### src/rtl/enemy_spawn_scheduler.sv
// Enemy slot spawn/destroy sequencer paced by the synchronized 4 Hz game tick.
// Optional macro SPAWN_RR_EN selects round-robin slot choice instead of fixed lowest-index priority.
module enemy_spawn_scheduler #(
    parameter int SPAWN_INTERVAL = 8,
    parameter int FIRST_DELAY    = 4,
    parameter int TOTAL_ENEMIES  = 20,
    parameter int MAX_ALIVE      = 4
) (
    input  logic       clk,
    input  logic       rst_n,
    input  logic       clk_4hz_i,
    input  logic       game_start_i,
    input  logic       game_over_i,
    input  logic [3:0] tank_dead_i,
    output logic       tank1_en_o,
    output logic       tank2_en_o,
    output logic       tank3_en_o,
    output logic       tank4_en_o,
    output logic       spawn_pulse_o,
    output logic [1:0] spawn_slot_o,
    output logic [5:0] enemies_left_o,
    output logic       all_cleared_o
);

    localparam logic [3:0] INTERVAL    = 4'(SPAWN_INTERVAL);
    localparam logic [3:0] TIMER_START = (SPAWN_INTERVAL > FIRST_DELAY) ?
                                         4'(SPAWN_INTERVAL - FIRST_DELAY) : 4'd0;
    localparam logic [5:0] RESERVE     = 6'(TOTAL_ENEMIES);
    localparam logic [2:0] ALIVE_MAX   = 3'(MAX_ALIVE);

    typedef enum logic [1:0] {
        IDLE = 2'd0,
        RUN  = 2'd1,
        DONE = 2'd2
    } state_t;

    state_t     state_q, state_d;
    logic [3:0] en_q, en_d;
    logic       pulse_q, pulse_d;
    logic [1:0] slot_q, slot_d;
    logic [5:0] left_q, left_d;
    logic [3:0] timer_q, timer_d;

    // sync_q[1:0] is the two-flop synchronizer; sync_q[2] is the edge-detect history
    logic [2:0] sync_q;
    logic       tick_q;

    always_ff @(posedge clk or negedge rst_n) begin
        if (!rst_n) begin
            sync_q <= 3'b000;
            tick_q <= 1'b0;
        end else begin
            sync_q <= {sync_q[1:0], clk_4hz_i};
            tick_q <= sync_q[1] & ~sync_q[2];
        end
    end

    logic [2:0] alive_cnt;
    logic [3:0] free;
    logic [1:0] sel;
    logic       found;
    logic       spawn_ok;

    always_comb begin
        alive_cnt = 3'(en_q[0]) + 3'(en_q[1]) + 3'(en_q[2]) + 3'(en_q[3]);
        free      = ~en_q;
        sel       = 2'd0;
        found     = 1'b0;
`ifdef SPAWN_RR_EN
        for (int k = 1; k <= 4; k++) begin
            if (!found && free[slot_q + 2'(k)]) begin
                sel   = slot_q + 2'(k);
                found = 1'b1;
            end
        end
`else
        for (int i = 3; i >= 0; i--) begin
            if (free[i]) begin
                sel   = 2'(i);
                found = 1'b1;
            end
        end
`endif
        spawn_ok = (timer_q == INTERVAL) && (left_q != 6'd0) &&
                   (alive_cnt < ALIVE_MAX) && found;
    end

    always_comb begin
        state_d = state_q;
        en_d    = en_q;
        pulse_d = 1'b0;
        slot_d  = slot_q;
        left_d  = left_q;
        timer_d = timer_q;
        if (game_over_i) begin
            state_d = IDLE;
            en_d    = 4'b0000;
            slot_d  = 2'd0;
            left_d  = 6'd0;
            timer_d = 4'd0;
        end else if (game_start_i) begin
            state_d = RUN;
            en_d    = 4'b0000;
            slot_d  = 2'd0;
            left_d  = RESERVE;
            timer_d = TIMER_START;
        end else begin
            case (state_q)
                RUN: begin
                    en_d = en_q & ~tank_dead_i;
                    if (left_q == 6'd0 && en_q == 4'b0000) begin
                        state_d = DONE;
                    end
                    if (spawn_ok) begin
                        en_d[sel] = 1'b1;
                        pulse_d   = 1'b1;
                        slot_d    = sel;
                        left_d    = left_q - 6'd1;
                        timer_d   = 4'd0;
                    end else if (tick_q && timer_q != INTERVAL) begin
                        timer_d = timer_q + 4'd1;
                    end
                end
                default: ;
            endcase
        end
    end

    always_ff @(posedge clk or negedge rst_n) begin
        if (!rst_n) begin
            state_q <= IDLE;
            en_q    <= 4'b0000;
            pulse_q <= 1'b0;
            slot_q  <= 2'd0;
            left_q  <= 6'd0;
            timer_q <= 4'd0;
        end else begin
            state_q <= state_d;
            en_q    <= en_d;
            pulse_q <= pulse_d;
            slot_q  <= slot_d;
            left_q  <= left_d;
            timer_q <= timer_d;
        end
    end

    assign tank1_en_o     = en_q[0];
    assign tank2_en_o     = en_q[1];
    assign tank3_en_o     = en_q[2];
    assign tank4_en_o     = en_q[3];
    assign spawn_pulse_o  = pulse_q;
    assign spawn_slot_o   = slot_q;
    assign enemies_left_o = left_q;
    assign all_cleared_o  = (state_q == DONE);

endmodule

### config.mk
export PLATFORM = sky130hd
export DESIGN_NAME = enemy_spawn_scheduler
export DESIGN_NICKNAME = d
export VERILOG_FILES = /design/src/rtl/enemy_spawn_scheduler.sv
export SDC_FILE = /design/constraint.sdc
export NUM_CORES = 1
export LEC_CHECK = 0
export CORE_MARGIN = 10
export CORE_UTILIZATION = 48
export CTS_BUF_LIST = sky130_fd_sc_hd__clkbuf_8
export CTS_CLUSTER_DIAMETER = 30
export DETAILED_ROUTE_END_ITERATION = 16
export PLACE_DENSITY = 0.84
export SYNTH_ARGS = -nofsm -noshare
export SYNTH_HDL_FRONTEND = slang
export SYNTH_SLANG_ARGS = --single-unit
### constraint.sdc
create_clock -name clk -period 1.9 [get_ports clk]
set_input_delay 0.285 -clock clk [delete_from_list [all_inputs] [get_ports clk]]
set_output_delay 0.285 -clock clk [all_outputs]
set_load 0.005 [all_outputs]
==> results summary <==
The signal arrival time at the worst endpoint is 2.04 ns. Global routing finished with a remaining overflow of 0. The pre-CTS setup slack came out at -0.09584 ns.

The peak ir drop on the vdd network is 0.5234 mV. The instance area after placement came out at 1560 um^2. On the critical path, the stage with the largest delay is an instance of sky130_fd_sc_hd__fa_1.

Using the TritonRoute via totals, the vias-per-cell ratio works out to 6.036. Grouping stages by cell kind, the critical path spends the most delay in compound AO/OA/AOI/OAI gates. The synthesized net count is 140. The areal power density over the cells is 538.9 nW/um^2. The final weighted congestion of routability-driven global placement came out at 0.8415. The count of antenna diodes in the layout is 0. The worst path required time came out at 2.07 ns. The clock power share is 32.3%.

The buffer and inverter count on the worst path came out at 1. The core area came out at 2455 um^2. Relative to the synthesized area, the layout overhead comes to 38.48%. The net switching power figure came out at 0.2112 mW.

The final hold violation count came to 0. The number of placed I/O pins came out at 23. The detailed router finished its first iteration with 74 violations. The count of nets left with antenna violations after detail routing came out at 0.

After clock tree synthesis, the clock-pin slew on the worst setup and hold paths is 0.08 ns. STA classifies the critical path endpoint as a flip-flop. The share of the cycle needed by the critical path after routing is 98.52%. The number of buffer cells added on primary ports came out at 22. The number of distinct standard cells referenced by the synthesized netlist came out at 32. The mean post-synth cell area came out at 9.729 um^2. Based on the critical path, the design can be clocked at up to 534.2 MHz. Buffers inserted to repair hold after CTS numbered 0. TritonCTS built the clock tree. The number of antenna violations at the first check in global routing is 0.

For this design, the sink count on the clock tree is 23. CTS built an H-tree with a depth of 1. The highest net fanout along the worst path came out at 6. The flow ran to the end, and the final reports show no timing, DRC or antenna violations. The floorplan step defined a die boundary enclosing 4947 um^2.

The total number of vias is around 1200. After routing the design area is 1684 um^2. The slew at the pin closest to its max-slew limit is approximately 0.44 ns. The number of fillers in the final layout is around 160. The post-layout minimum cycle time is between 1.5 and 2 ns.

The via count of the first global-routing pass came out at 1116. The cell count after synthesis came out at 125. The count of unresolved DRC violations after routing is 0. The number of warnings issued by yosys came out at 0.

The startpoint kind of the worst setup timing path is a flip-flop. The maximum root-to-sink buffer count came out at 2. The routed wirelength normalized by instance count is 17.31 um. The internal cell power came out at 0.6963 mW.

The finished layout holds ~190 standard cells, fillers aside. The first global-routing pass estimated roughly 5300 um of wire. The worst setup margin came out at 0.02813 ns. Across every metal layer, demand over resource in global routing totals 12.55%. The largest total area in the synthesized netlist belongs to sky130_fd_sc_hd__dfrtp_1. The root buffer cell chosen for the clock tree is sky130_fd_sc_hd__clkbuf_8. The count of max-cap constraint violations came out at 0. The number of pins exceeding their max-slew limit in the final report is 0. The initialized floorplan defines 18 standard-cell rows. The number of placed cells counting well taps came out at about 190. The vertical die dimension came out at around 70 um. The signal on the critical path passes through fa_1, nand3_2, o2111a_2, buf_4, a21oi_1, a311oi_1. The TritonCTS buffer count came out at 3. The share of cells above drive strength 1 came out at a little over a fifth. For this block, the routed nets add up to 3323 um of wire. The top cell types in the final layout, fill and taps aside, are sky130_fd_sc_hd__dfrtp_1 (23), sky130_fd_sc_hd__clkdlybuf4s50_1 (22), sky130_fd_sc_hd__buf_4 (15). The switching share of total power came out at a little under a quarter.

Registers are responsible for 56.1% of the overall power. The combinational power share is between 10 and 15%. The maximum number of pins on one net before global-route repair came out at 24. The path class of the tightest hold or removal check is in2async. The die outline width is roughly 70 um.

The cell area after synthesis is 1216 um^2. The worst max-slew margin expressed relative to the limit came out at about 70%. For this design the static power due to leakage is 0.6858 nW. Detailed placement finished with a half-perimeter wire length of ~2300 um.

The clock latency on the worst-skew pair came out at between 0.2 and 0.3 ns. The starting density of the core came out at 49.54%. Leaving out fill and tap cells, the most frequent cell in the layout is sky130_fd_sc_hd__dfrtp_1. The number of setup violations in the final report is 0. After synthesis, the cell types taking the most area are sky130_fd_sc_hd__dfrtp_1 (47%), sky130_fd_sc_hd__a21oi_1 (5.3%), sky130_fd_sc_hd__ha_1 (5.1%). After synthesis, flip-flops and latches occupy 47.33% of the total area. At the end of the flow, the number of nets in the layout was 178. Setup repair after global routing could not meet its margin everywhere. Synthesis inferred 23 register bits. The worst setup path is of the reg2reg kind. The number of search-and-repair iterations in the first detailed-routing pass came out at 4. The largest single stage delay on the critical path is roughly 0.50 ns. The proportion of netlist area held by the largest area contributor came out at 47.33%.

The clock skew after layout is 0.001704 ns.
## area by class of cell
cell class / instances / area [um^2] / share of cell area [%]
clock buffers: 3 / 41.29 / 2.452
clock inverters: 1 / 3.754 / 0.2229
inverters: 8 / 30.03 / 1.783
multi-input cells: 89 / 651.9 / 38.71
flip-flops and latches: 23 / 575.6 / 34.18
well taps: 30 / 37.54 / 2.229
repair buffers: 38 / 344.1 / 20.43
## layer usage
metal,GRT usage [%],vias to the layer above,wire [um],share of wire (%)
met4,3.509,0,83,2.5
met2,20.56,65,1553,47
met3,4.520,16,257,7.7
met1,14.93,541,1428,43
li1,-,537,-,-
met5,0,-,0,0
## per-stage QoR
| stage | total power, mW | util (%) | hold slack (ns) | setup TNS [ns] |
|---|---|---|---|---|
| 2_1_floorplan | 0.5594 | - | -0.01059 | 0 |
| 3_3_place_gp | 0.6128 | 63.56 | 0.3338 | -0.02694 |
| 3_5_place_dp | 0.6158 | 63.56 | 0.3517 | -0.2310 |
| 4_1_cts | 0.9027 | 65.44 | 0.3696 | 0 |
| 5_1_grt | 0.9380 | 68.60 | 0.3764 | -0.3389 |
| 6_report | 0.9075 | 68.60 | 0.3670 | 0 |
## sequential cells by signal, indices dropped and copies added, names as in the netlist
| signal | cells |
|---|---|
| tick_q | 1 |
| timer_q | 4 |
| spawn_slot_o | 2 |
| sync_q | 3 |
| en_q | 4 |
| state_q | 2 |
| spawn_pulse_o | 1 |
| enemies_left_o | 6 |
## kinds of logic after synthesis
logic type | share of synthesized area [%]
and+or+nand+nor | 21.60
AOI/OAI and AO/OA | 19.65
buffers and inverters | 4.629
DFF | 47.32
adders and majority gates | 6.790
## timing repair
| item | in CTS | in global routing |
|---|---|---|
| pin swaps | 0 | 7 |
| gates cloned | 0 | 1 |
| buffers inserted | 0 | 1 |
| setup endpoints to repair | 7 | 13 |
| resized for setup | 1 | 12 |
## path summary, 6_finish.rpt
path / startpoint / endpoint / slack [ns] / depth (start not counted)
worst min register to register: sync_q[0] / sync_q[1] / 0.37 / 0
max in group asynchronous: rst_n / enemies_left_o[1] / 1.30 / 2
worst max register to register: en_q[1] / enemies_left_o[1] / 0.03 / 6
min in group clk: sync_q[0] / sync_q[1] / 0.37 / 0
worst max-delay path: en_q[1] / enemies_left_o[1] / 0.03 / 6
worst min-delay path: rst_n / spawn_slot_o[0] / 0.37 / 2
## synth_stat cells, drive strengths merged
cell and number:
a2111oi 1, a21oi 13, a311oi 4, a31oi 2, a41o 1, a41oi 2
and3 2, and3b 1, buf 3, clkbuf 3, dfrtp 23, fa 1
ha 5, inv 8, nand2 8, nand2b 1, nand3 8, nand3b 2
nand4 3, nor2 8, nor2b 3, nor3 4, o2111a 1, o2111ai 1
o211ai 3, o21ai 4, o31ai 2, or2 2, or3 3, or4 2
or4bb 1
## power by group through the flow
stage | sequential, mW | combinational [mW] | clock [mW]
floorplan | 0.518 | 0.0414 | 0
global placement | 0.517 | 0.0953 | 0
detailed placement | 0.518 | 0.0975 | 0
CTS | 0.509 | 0.0982 | 0.296
global route | 0.510 | 0.115 | 0.313
finish | 0.509 | 0.105 | 0.293
Note: power is estimated with default switching activity, not from simulation.
